## config.mk

```make
export PLATFORM = sky130hd
export DESIGN_NAME = twiddle_gen
export DESIGN_NICKNAME = d
export VERILOG_FILES = /design/src/rtl/fft_pkg.sv /design/src/rtl/twiddle_rom.sv /design/src/rtl/twiddle_gen.sv
export SDC_FILE = /design/constraint.sdc
export NUM_CORES = 1
export LEC_CHECK = 0
export ABC_CLOCK_PERIOD_IN_PS = 8119
export CAP_MARGIN = 20
export CORE_MARGIN = 4
export CORE_UTILIZATION = 50
export DETAILED_ROUTE_END_ITERATION = 10
export DONT_BUFFER_PORTS = 1
export GPL_ROUTABILITY_DRIVEN = 0
export RECOVER_POWER = 50
export SYNTH_ARGS = -nofsm -noshare
export SYNTH_HDL_FRONTEND = slang
export SYNTH_SLANG_ARGS = --single-unit
```

## constraint.sdc

```tcl
create_clock -name clk -period 8.12 [get_ports clk]
set_input_delay 1.624 -clock clk [delete_from_list [all_inputs] [get_ports clk]]
set_output_delay 1.624 -clock clk [all_outputs]
set_load 0.02 [all_outputs]
```

## src/rtl/fft_pkg.sv

```systemverilog
// fft_pkg: shared FFT defaults, packed complex type, twiddle FSM states and cosine table helper
package fft_pkg;
    localparam int WIDTH_DEF = 24;
    localparam int LOG2N_DEF = 6;
    localparam int HALF_DEF  = WIDTH_DEF / 2;
    localparam int FRAC_ONE  = 2 ** (HALF_DEF - 2);
    typedef struct packed {
        logic signed [HALF_DEF-1:0] re;
        logic signed [HALF_DEF-1:0] im;
    } cplx_t;
    typedef enum logic [1:0] {IDLE, RUN, DRAIN} state_t;
    localparam longint PI_Q30 = 64'sd3373259426;
    // round(2^frac * cos(2*pi*n/nn)) for angles in [0, pi/2], via a Q30 Taylor series so the
    // table is built at elaboration without real arithmetic
    function automatic longint cos_round(input int n, input int nn, input int frac);
        longint x, x2, term, sum;
        x    = (PI_Q30 * 2 * longint'(n)) / longint'(nn);
        x2   = (x * x) >>> 30;
        term = 64'sd1 <<< 30;
        sum  = term;
        for (int i = 1; i < 12; i++) begin
            term = -((term * x2) >>> 30) / longint'((2 * i - 1) * (2 * i));
            sum  = sum + term;
        end
        return ((sum <<< frac) + (64'sd1 <<< 29)) >>> 30;
    endfunction
endpackage

```

## src/rtl/twiddle_rom.sv

```systemverilog
// twiddle_rom: quarter-wave cosine table C[0..Q], two registered read ports on one advance enable
//   clk, rst           clock, asynchronous active-high reset
//   en                 advance enable shared with the twiddle pipeline
//   addr_a_i, addr_b_i read addresses (0..Q)
//   data_a_o, data_b_o registered C[addr_a_i], C[addr_b_i]
module twiddle_rom
    import fft_pkg::*;
#(
    parameter int WIDTH = WIDTH_DEF,
    parameter int LOG2N = LOG2N_DEF,
    localparam int H  = WIDTH / 2,
    localparam int Q  = 2 ** (LOG2N - 2),
    localparam int AW = $clog2(Q + 1)
) (
    input  logic          clk,
    input  logic          rst,
    input  logic          en,
    input  logic [AW-1:0] addr_a_i,
    input  logic [AW-1:0] addr_b_i,
    output logic [H-1:0]  data_a_o,
    output logic [H-1:0]  data_b_o
);
    logic [H-1:0] rom [Q+1];
    logic [H-1:0] data_a_q, data_b_q;
    for (genvar i = 0; i <= Q; i++) begin : g_rom
        localparam logic [H-1:0] CV = H'(cos_round(i, 4 * Q, H - 2));
        assign rom[i] = CV;
    end
    always_ff @(posedge clk or posedge rst) begin
        if (rst) begin
            data_a_q <= '0;
            data_b_q <= '0;
        end else if (en) begin
            data_a_q <= rom[addr_a_i];
            data_b_q <= rom[addr_b_i];
        end
    end
    assign data_a_o = data_a_q;
    assign data_b_o = data_b_q;
endmodule

```

## src/rtl/twiddle_gen.sv

```systemverilog
// twiddle_gen: streams radix-2 DIT twiddles W_N^k as packed {re, im} for every butterfly of every stage
//   clk, rst   clock, asynchronous active-high reset
//   start      begin a full sequence (ignored unless idle)
//   out_ready  consumer accepts w this cycle
//   inv        (only with TWIDDLE_INV_EN) emit conj(W) for the whole sequence, sampled on start
//   out_valid  w valid
//   w          twiddle {re, im}, each half WIDTH/2-bit two's complement, 1.0 = 2^(WIDTH/2-2)
//   stage      stage index of w
//   last       final word of the sequence
//   busy       sequence in progress
//   done       one-cycle pulse after the final handshake
// Optional feature macro: TWIDDLE_INV_EN
module twiddle_gen
    import fft_pkg::*;
#(
    parameter int WIDTH = WIDTH_DEF,
    parameter int LOG2N = LOG2N_DEF,
    localparam int SW = $clog2(LOG2N)
) (
    input  logic             clk,
    input  logic             rst,
    input  logic             start,
    input  logic             out_ready,
`ifdef TWIDDLE_INV_EN
    input  logic             inv,
`endif
    output logic             out_valid,
    output logic [WIDTH-1:0] w,
    output logic [SW-1:0]    stage,
    output logic             last,
    output logic             busy,
    output logic             done
);
    localparam int H  = WIDTH / 2;
    localparam int Q  = 2 ** (LOG2N - 2);
    localparam int KW = LOG2N - 1;
    localparam int AW = $clog2(Q + 1);

    state_t           state_q, state_d;
    logic [SW-1:0]    s_q, s_d, st0_q, st1_q, stage_q;
    logic [KW-1:0]    b_q, b_d, mask, k_d, k_q;
    logic             v0_q, v1_q, out_valid_q;
    logic             last0_q, last1_q, last_q, neg1_q, done_q, inv_q;
    logic [WIDTH-1:0] w_q;
    logic [AW-1:0]    addr_a, addr_b;
    logic [H-1:0]     rom_a, rom_b, re, im;
    logic             en, fin, issue, accept_last;

    assign en          = !out_valid_q || out_ready;
    assign fin         = s_q == SW'(LOG2N - 1) && &b_q;
    assign issue       = state_q == RUN && en;
    assign accept_last = out_valid_q && out_ready && last_q;

    always_comb begin
        state_d = state_q;
        s_d     = s_q;
        b_d     = b_q;
        mask    = '0;
        for (int j = 0; j < KW; j++) mask[j] = j < int'(s_q);
        k_d = (b_q & mask) << (SW'(LOG2N - 1) - s_q);
        if (state_q == IDLE && start) state_d = RUN;
        if (issue) begin
            b_d     = b_q + 1'b1;
            s_d     = fin ? '0 : (&b_q ? s_q + 1'b1 : s_q);
            state_d = fin ? DRAIN : RUN;
        end
        if (state_q == DRAIN && accept_last) state_d = IDLE;
    end

    // Fold k into the first quadrant: port a feeds re, port b feeds im
    assign addr_a = AW'(int'(k_q) <= Q ? int'(k_q) : 2 * Q - int'(k_q));
    assign addr_b = AW'(int'(k_q) <= Q ? Q - int'(k_q) : int'(k_q) - Q);

    twiddle_rom #(.WIDTH(WIDTH), .LOG2N(LOG2N)) u_rom (
        .clk      (clk),
        .rst      (rst),
        .en       (en),
        .addr_a_i (addr_a),
        .addr_b_i (addr_b),
        .data_a_o (rom_a),
        .data_b_o (rom_b)
    );

    assign re = neg1_q ? -rom_a : rom_a;
    assign im = inv_q ? rom_b : -rom_b;

    always_ff @(posedge clk or posedge rst) begin
        if (rst) begin
            state_q     <= IDLE;
            s_q         <= '0;
            b_q         <= '0;
            v0_q        <= 1'b0;
            k_q         <= '0;
            st0_q       <= '0;
            last0_q     <= 1'b0;
            v1_q        <= 1'b0;
            st1_q       <= '0;
            last1_q     <= 1'b0;
            neg1_q      <= 1'b0;
            out_valid_q <= 1'b0;
            w_q         <= '0;
            stage_q     <= '0;
            last_q      <= 1'b0;
            done_q      <= 1'b0;
        end else begin
            state_q <= state_d;
            s_q     <= s_d;
            b_q     <= b_d;
            done_q  <= state_q == DRAIN && accept_last;
            if (en) begin
                v0_q        <= state_q == RUN;
                k_q         <= k_d;
                st0_q       <= s_q;
                last0_q     <= state_q == RUN && fin;
                v1_q        <= v0_q;
                st1_q       <= st0_q;
                last1_q     <= last0_q;
                neg1_q      <= int'(k_q) > Q;
                out_valid_q <= v1_q;
                w_q         <= {re, im};
                stage_q     <= st1_q;
                last_q      <= last1_q;
            end
        end
    end

`ifdef TWIDDLE_INV_EN
    always_ff @(posedge clk or posedge rst) begin
        if (rst) inv_q <= 1'b0;
        else if (state_q == IDLE && start) inv_q <= inv;
    end
`else
    assign inv_q = 1'b0;
`endif

    assign out_valid = out_valid_q;
    assign w         = w_q;
    assign stage     = stage_q;
    assign last      = last_q;
    assign busy      = state_q != IDLE;
    assign done      = done_q;
endmodule

```

==> reports/summary.txt <==
========================================================================================================
Result of the run                                                                           complete, but fails checks
Count of flip-flops with a built-in enable after synthesis                                             0
Number of violations reported at the end of detailed-routing iteration 0                             255
Final period util                                                                                  60.6%
Startpoint of the tightest hold check path                                                          v1_q
Die width                                                                                         101 µm
Pins over their slew limit                                                                           196
CTS Sinks                                                                                             78
Vias                                                                                               3,340
Slowest-stage cell, CP                                                                          clkbuf_1
Hold path endpoint                                                                                  v1_q
Antenna viol nets, final                                                                               0
Total power per unit cell area                                                                494 mW/mm²
Net Count, Synth                                                                                     504
Maximum ir drop on the vdd rail                                                                 0.242 mV
Post-CTS clock slew at the launch and capture registers of the worst setup and hold paths        0.09 ns
Area enclosed by the die boundary                                                             0.0103 mm²
Max_cap viols                                                                                          3
Routed length per instance                                                                       15.6 µm
Placed instance count                                                                                563
Core occupancy in the finished layout                                                              54.9%
Post-route cell area                                                                         0.00458 mm²
Clock tree from TritonCTS                                                                          built
Maximum single-stage delay on the critical path                                                  2.78 ns
Logic depth of the worst register-to-register path                                                    10
Reg-to-Reg End                                                                              u_rom.data_a_o[0]
Final net count                                                                                      490
# port buffers                                                                                         0
Worst hold path type                                                                        flop to flop
RSZ-0062 raised after global routing                                                               false
Share of post-route cells with drive strength above 1                                              6.96%
Summed instance area of the synthesized netlist                                              0.00435 mm²
Die Y-Extent                                                                                      101 µm
Buffers and inverters on the worst path                                                                2
Most frequent cells in the layout                                                           87 x nand2_1, 78 x dfrtp_1, 42 x o21ai_0, 39 x nor2_1, 27 x a21oi_1
P_leak                                                                                           2.00 nW
Buffer levels on the longest clock path                                                                2
Hold_ws                                                                                         0.463 ns
Antenna violations before repair                                                                       0
Gate family responsible for the most delay along the worst path                             buffers and inverters
Arrival time of the worst setup path                                                             4.47 ns
Worst skew pair latency                                                                          0.36 ns
Min Clock Period, post-route                                                                     4.92 ns
Number of instances resized during post-cts repair                                                     0
Setup slack of the most critical reg-to-reg path                                                 4.29 ns
Flip-flop and latch count after synthesis                                                             78
Dpl cell area                                                                                0.00437 mm²
Drc violations                                                                                         0
Starting density of the core                                                                       52.1%
Most instantiated flip-flop cell in the synthesis netlist                                        dfrtp_1
Crit. End Element                                                                           asynchronous set/reset pin
Pin count of the biggest net entering global routing                                                  79
First-pass GRT wire length                                                                       15.4 mm
Number of buffers created by CTS                                                                       9
Actual slew at the worst max-slew pin                                                            3.96 ns
Post-DP HPWL                                                                                     6.21 mm
Violations in the final reports                                                             max-capacitance violations, max-slew violations
Syn_area_per_cell                                                                               9.00 µm²
Required time reported for the critical path endpoint                                            7.67 ns
Congestion Overflow GR                                                                                 0
Count of hold buffers inserted by post-cts repair                                                      0
Number of standard cells in the final layout excluding fillers                                       579
Largest fanout on the critical path                                                                   78
Count of TritonRoute iterations in the first routing pass                                              4
Via count of the first global-routing pass                                                         3,117
Drt total wl                                                                                     9.01 mm
Number of post-CTS setup repair buffers                                                                0
Clock Tree Root                                                                                 clkbuf_8
Clock H-tree levels                                                                                    3
Yosys warning total                                                                                    0
Vias per cell                                                                                       5.77
Clock skew after layout                                                                        0.0153 ns
Inserted Diodes                                                                                        0
Area of the core region                                                                      0.00834 mm²
Final setup violating endpoints                                                                        0
Global router's overall resource usage                                                             18.7%
Final Hold Vio Count                                                                                   0
Worst-path cell chain                                                                       inv_1 > clkbuf_1
Hold Crit Depth                                                                                        2
Distinct cells, synth                                                                                 59
Startpoint types                                                                            primary input
Top-level port count                                                                                  35
Fraction of registers with async set/reset                                                          100%
Most common library cell in the layout ignoring fill and taps                                    nand2_1
Sequential element share of the synthesized area                                                   44.9%
Relative max-transition margin                                                                     -164%
Reg-to-reg critical path startpoint                                                               k_q[0]
Number of rows created at floorplan                                                                   33
Relative area change from synthesis to final layout                                                5.21%
Gate Count Post-Synth                                                                                483
Worst setup path category                                                                   primary input to asynchronous set/reset pin
FMAX                                                                                             203 MHz
Setup tns final                                                                                     0 ns
========================================================================================================
## worst max-delay path by stage
stage | from | end | slack (ns) | cells past startpoint
floorplan | rst | b_q[0] | 4.50 | 1
global placement | k_q[0] | u_rom.data_a_o[0] | 4.49 | 10
detailed placement | k_q[0] | u_rom.data_a_o[3] | 4.40 | 12
CTS | k_q[0] | u_rom.data_a_o[3] | 4.39 | 12
global route | rst | neg1_q | 2.23 | 2
finish | rst | b_q[4] | 3.20 | 2
## routing by layer
layer	vias up	GRT usage (%)	routed length [µm]
li1	1656	-	-
met3	7	3.99	496
met4	0	5.42	75
met2	87	25.7	3830
met5	-	0	0
met1	1590	29.3	4600
## cells in the mapped netlist (2+ instances only)
library cell	count	area, µm²
buf_6	3	33.8
o21a_1	3	22.5
dfrtp_1	78	1950
nand3b_1	3	22.5
inv_1	14	52.6
a211o_1	2	17.5
nand2b_1	7	43.8
nor2_1	39	146
a21o_1	4	30.0
nor4_1	2	12.5
or3_1	2	12.5
a22o_1	5	43.8
a21oi_1	27	135
nand4_1	3	18.8
a31oi_1	5	31.3
clkbuf_1	14	52.6
buf_4	2	15.0
buf_1	5	18.8
nand2_1	87	327
nor3_1	9	45.0
o31ai_1	8	60.1
a221oi_1	2	17.5
and3_1	5	31.3
nand3_1	15	75.1
mux2i_1	6	60.1
xor2_1	15	131
mux2_2	2	22.5
a32o_1	2	20.0
o211ai_1	5	37.5
o21ai_0	42	210
nor2b_1	4	25.0
xnor2_1	14	123
o311ai_0	2	17.5
a32oi_1	2	17.5
ha_1	17	213
buf_2	4	20.0
a311oi_1	2	17.5
## power by group
| part | internal [mW] | switching, mW |
|---|---|---|
| combinational | 0.460 | 0.637 |
| sequential | 0.560 | 0.300 |
| clock | 0.149 | 0.156 |
| total | 1.17 | 1.09 |
## metrics by stage
stage / setup WS [ns] / total power, mW
floorplan: 4.50 / 1.74
global placement: 4.49 / 1.94
detailed placement: 4.40 / 1.96
CTS: 4.39 / 2.27
global route: 2.23 / 2.48
finish: 3.20 / 2.26
## registers in the layout, indices dropped and copies added (netlist names), 2 cells and up
name	count
w	24
state_q	2
k_q	5
s_q	3
u_rom.data_b_o	11
st0_q	3
stage	3
st1_q	3
b_q	5
u_rom.data_a_o	11
## kinds of logic (layout without fill, tap and decap cells)
group	after synthesis	after routing	synth area share, %
and+or+nand+nor	182	182	18.6
AOI/OAI and AO/OA	124	124	18.4
DFF	78	78	44.9
buffers and inverters	42	33	4.43
xor gates and xnor gates	31	31	6.59
adders and majority gates	17	17	4.89
muxes	9	9	2.22
## final cells by class
cell class | count | area (µm²)
inverter | 14 | 52.6
sequential | 78 | 1950
multi-input combinational | 363 | 2210
fill | 746 | 3760
clock inverter | 7 | 90.1
tap | 105 | 131
clock buffer | 9 | 124
timing repair buffer | 3 | 11.3
(Power assumes the default switching activity.)
==> variant 1 (same flow settings) <==
The option `TWIDDLE_INV_EN` is turned on by a define.
--- a/src/rtl/twiddle_gen.sv
+++ b/src/rtl/twiddle_gen.sv
@@ -12,2 +12,4 @@
 // Optional feature macro: TWIDDLE_INV_EN
+`define TWIDDLE_INV_EN
+
 module twiddle_gen
Interface: changed (added inv); port bits go from 35 to 36. No check against the original RTL was run, so the function may have changed too.
==> variant 1 against the unedited design <==
The run still ends with capacitance limit, slew limit left; sequential cell count grew 1; cell area grew 4.6%; synthesized area grew 5.5%; via count grew 4.6%; cell count grew 3.3%; core utilization shrank 0.51 points; worst setup slack lost 0.099 ns; synthesized cell count grew 3.5%; wire length grew 5.3%; first-iteration DRC count shrank 18%; sequential share of layout area shrank 1.4 points; critical path type unchanged; highest routed layer unchanged.
Power is left out: it rests on default switching activity, and per cell area and clock period it moved more than threefold.
==> variant 1: results (changes against the unedited design) <==
- Status: finished with violations
- Failing checks: capacitance limit, slew limit
- Wire length per cell: 15.9 um (+2.0%)
- # Max-Cap Violations: 3 (unchanged)
- Vias in the first global route: 3,254 (+4.4%)
- GRT Util Overall: 0.182 (-0.00456)
- Dominant synthesized flop cell: dfrtp_1
- CP max-delay cell: clkbuf_1
- Detailed Place HPWL: 6.50 mm (+4.6%)
- Final net count: 507 (+3.5%)
- Top delay family on crit path: buffers and inverters
- Syn nets: 522 (+3.6%)
- Hold Crit Depth: 2 (unchanged)
- Pin count of the biggest net entering global routing: 77 (-2.5%)
- Layout cells sized above 1: 0.0939 (+0.0243)
- Maximum root-to-sink buffer count: 2 (unchanged)
- Worst setup path start: rst
- Worst r2r dst: u_rom.data_a_o[6]
- Initial antenna violation count: 0 (unchanged)
- Hold crit path type: flip-flop to flip-flop
- Vias: 3,495 (+4.6%)
- Port bufs: 0 (unchanged)
- Post-synth cell types: 70 (+19%)
- Final Setup Violations: 0 (unchanged)
- Skew-Pair Late Insertion Delay: 0.35 ns
- Area contributors post-synth: dfrtp_1, nand2_1, ha_1
- Max-slew headroom: -1.64 (-0.00547)
- Root Buffer: clkbuf_8
- Fillers: 817 (+9.5%)
- Synth async-reset ratio: 1.00 (unchanged)
- Seq/Total Area, Yosys: 0.431 (-0.0178)
- # diodes: 0 (unchanged)
- Hold Path Sink: v1_q
- Crit-path max FO: 76 (-2.6%)
- DRT iter0 DRCs: 209 (-18%)
- Reg2Reg Setup Slack: 4.06 ns (-0.23 ns)
- Reg2Reg Depth: 6 (-4)
- Worst-path clk slew: 0.09 ns (about the same)
- Post-CTS Setup Inserts: 0 (unchanged)
- Max reg flops: 24 (unchanged)
- H-tree level count: 3 (unchanged)
- Drt first pass iters: 4 (unchanged)
- Max incr delay on CP: 2.80 ns (+0.02 ns)
- Crit path DAT: 4.57 ns (+0.10 ns)
- Min Clock Period, post-route: 5.02 ns (+0.0993 ns)
- Max-slew violation count: 198 (+1.0%)
- Commonest cells in the netlist: nand2_1, dfrtp_1, o21ai_0
- Clk_skew: 0.0111 ns (-0.00420 ns)
- First-pass GRT wire length: 16.4 mm (+6.2%)
- Critical R2R Launch: out_valid
variant 1: cell count changes after synthesis, moves of 4 or more:
cell / change
a21oi_1: -4
a31oi_1: +4
buf_1: -4
clkbuf_1: +4
nor2_1: -5
nor2b_1: +4
o31ai_1: -5
xnor2_1: +4
xor2_1: -7
variant 1: cells by family after synthesis:
group,count (synthesis),synth area share
muxes,12,0.0273
buffers and inverters,46,0.0439
DFF,79,0.431
AOI/OAI and AO/OA,126,0.191
xor gates and xnor gates,29,0.0652
and+or+nand+nor,191,0.196
adders and majority gates,17,0.0464
variant 1: area by class of cell:
| cell class | instances | share of cell area |
|---|---|---|
| inverters | 17 | 0.0139 |
| multi-input cells | 375 | 0.504 |
| well taps | 108 | 0.0282 |
| repair buffers | 3 | 0.00235 |
| flip-flops and latches | 79 | 0.413 |
| clock buffers | 9 | 0.0259 |
| clock inverters | 7 | 0.0128 |
variant 1: how the worst max path moves through the flow:
stage	end	slack [ns]	depth (start not counted)
after floorplan	b_q[0]	4.47	1
after global placement	u_rom.data_a_o[0]	4.64	10
after detailed placement	u_rom.data_a_o[0]	4.54	10
after CTS	u_rom.data_a_o[0]	4.51	10
after global routing	k_q[0]	2.15	2
final	w[12]	3.10	2
variant 1: layer usage:
metal | vias to the layer above | track usage | part of all wire
met5 | - | 0 | 0
met4 | 0 | 0.0465 | 0.0089
met3 | 9 | 0.0404 | 0.054
met2 | 83 | 0.272 | 0.43
met1 | 1671 | 0.268 | 0.50
li1 | 1732 | - | -
variant 1: worst reg2reg max path, delay by kind of cell (launching register included):
kind,cells,cell delay [ns]
AND/OR/NAND/NOR,2,0.41
buffers and inverters,1,1.99
flip-flops,1,0.52
AO/OA/AOI/OAI,2,0.94
multiplexers,1,0.09
variant 1: metrics by stage:
stage,hold WS (ns),std cells,utilization,area (sq um),setup slack (ns)
floorplan,0.430,500,-,4590,4.47
global placement,0.442,582,0.525,4620,4.64
detailed placement,0.447,582,0.525,4620,4.54
CTS,0.468,598,0.546,4800,4.51
global route,0.494,598,0.543,4790,2.15
finish,0.464,598,0.543,4790,3.10
==> variant 2 (same flow settings) <==
Made on the original files. The 3 states of `state_t` get a one-hot encoding in 3 bits.
--- a/src/rtl/fft_pkg.sv
+++ b/src/rtl/fft_pkg.sv
@@ -10,3 +10,3 @@
     } cplx_t;
-    typedef enum logic [1:0] {IDLE, RUN, DRAIN} state_t;
+    typedef enum logic [2:0] {IDLE = 3'b001, RUN = 3'b010, DRAIN = 3'b100} state_t;
     localparam longint PI_Q30 = 64'sd3373259426;
Function: no difference found for any inputs over 10 cycles, from zero or initial values and one cycle with rst high; not proved beyond that.
==> variant 2 against the unedited design <==
The flow still finishes with violations (capacitance limit, slew limit); core utilization fell by 0.54 points; wire length rose by 11%; synthesized area rose by 5.1%; cell area rose by 4.5%; largest cell class unchanged; sequential cell count rose by 1; worst setup slack improved by 0.061 ns; critical path type unchanged; via count rose by 6.7%.
Power is left out: it rests on default switching activity, and per cell area and clock period it moved more than threefold.
==> variant 2: results (changes against the unedited design) <==
- Status: finished with violations
- Failing checks: capacitance limit, slew limit
- Post_cts resized: 0 (unchanged)
- Vias: 3,564 (+6.7%)
- Dominant synthesized flop cell: dfrtp_1
- Top delay family on crit path: buffers and inverters
- Max reg flops: 24 (unchanged)
- # Max-Cap Violations: 3 (unchanged)
- First-pass GRT wire length: 17.2 mm (+12%)
- Worst-Margin Slew: 3.58 ns (-0.374 ns)
- Commonest cells in the netlist: nand2_1, dfrtp_1, o21ai_0
- Root Buffer: clkbuf_8
- Met1 Routed Length: 5.12 mm (+11%)
- Initial antenna violation count: 0 (unchanged)
- Routed length on met2: 4.39 mm (+15%)
- Synth async-reset ratio: 1.00 (unchanged)
- Skew-Pair Late Insertion Delay: 0.36 ns (about the same)
- Most numerous cell in the Yosys netlist: nand2_1
- CP max-delay cell: clkbuf_1
- Final wirelength: 9.98 mm (+11%)
- Post-place setup slack: 4.69 ns (+0.294 ns)
- GRT Util Overall: 0.192 (+0.00548)
- Layout cells sized above 1: 0.0751 (+0.00543)
- Pin count of the biggest net entering global routing: 74 (-6.3%)
- Seq/Total Area, Yosys: 0.433 (-0.0159)
- # diodes: 0 (unchanged)
- Synth warn: 0 (unchanged)
- Routed length on met3: 342 um (-31%)
- Final net count: 509 (+3.9%)
- Port bufs: 0 (unchanged)
- Detailed Place HPWL: 6.78 mm (+9.2%)
- Worst-path clk slew: 0.09 ns (about the same)
- Drt first pass iters: 5 (+1)
- Vias in the first global route: 3,316 (+6.4%)
- Max incr delay on CP: 2.57 ns (-0.21 ns)
- Syn nets: 525 (+4.2%)
- Post-CTS Setup Inserts: 0 (unchanged)
- Crit-path max FO: 68 (-13%)
- Fillers: 845 (+13%)
- Post-synth cell types: 70 (+19%)
- Clk_skew: 0.0158 ns (+0.000527 ns)
- Max-slew violation count: 188 (-4.1%)
- DRT iter0 DRCs: 233 (-8.6%)
- Area contributors post-synth: dfrtp_1, nand2_1, ha_1
variant 2: changes by cell type after synthesis, sizes merged, moves of 4 or more:
cell	delta
a211oi	+4
nand2	+8
nor2	-6
a32o	+4
nand3	-5
xnor2	-5
nor3b	+4
variant 2: cells by family after synthesis:
kind of cell    synth area share
compound gates             0.200
simple gates               0.196
flops                      0.433
fa+ha+maj                 0.0465
mux                       0.0230
buf+inv                   0.0433
xor+xnor                  0.0589
variant 2: worst register-to-register path, cell delays in order (launching register included):
cell	delay, ns
dfrtp_1	0.52
nor2b_2	0.19
clkbuf_1	2.17
a21oi_1	0.55
o2111a_1	0.35
a221o_1	0.26
variant 2: final timing paths:
| path | endpoint | from | slack (ns) | cells past startpoint |
|---|---|---|---|---|
| max | u_rom.data_b_o[7] | rst | 3.26 | 2 |
| min | st1_q[0] | st0_q[0] | 0.47 | 2 |
| max reg2reg | u_rom.data_b_o[6] | out_valid | 3.97 | 5 |
| min reg2reg | st1_q[0] | st0_q[0] | 0.47 | 2 |
| max in group clk | u_rom.data_b_o[6] | out_ready | 3.33 | 5 |
| min in group asynchronous | stage[0] | rst | 1.13 | 1 |
variant 2: through the flow:
| step | area [sq um] | hold slack, ns | cells |
|---|---|---|---|
| global placement | 4590 | 0.447 | 584 |
| global route | 4780 | 0.507 | 601 |
| floorplan | 4570 | 0.430 | 504 |
| finish | 4780 | 0.468 | 601 |
| CTS | 4770 | 0.473 | 600 |
| detailed placement | 4590 | 0.455 | 584 |
variant 2: layer usage:
layer / track usage / up-vias
met4: 0.0627 / 0
met3: 0.0305 / 12
met2: 0.284 / 83
met5: 0 / -
li1: - / 1759
met1: 0.289 / 1710
variant 2: cell type report:
cell class | count | area share
Tap cell | 108 | 0.0283
Sequential cell | 79 | 0.414
Clock buffer | 9 | 0.0259
Inverter | 14 | 0.0112
Clock inverter | 7 | 0.0120
Multi-Input combinational cell | 380 | 0.501
Timing Repair Buffer | 4 | 0.00811
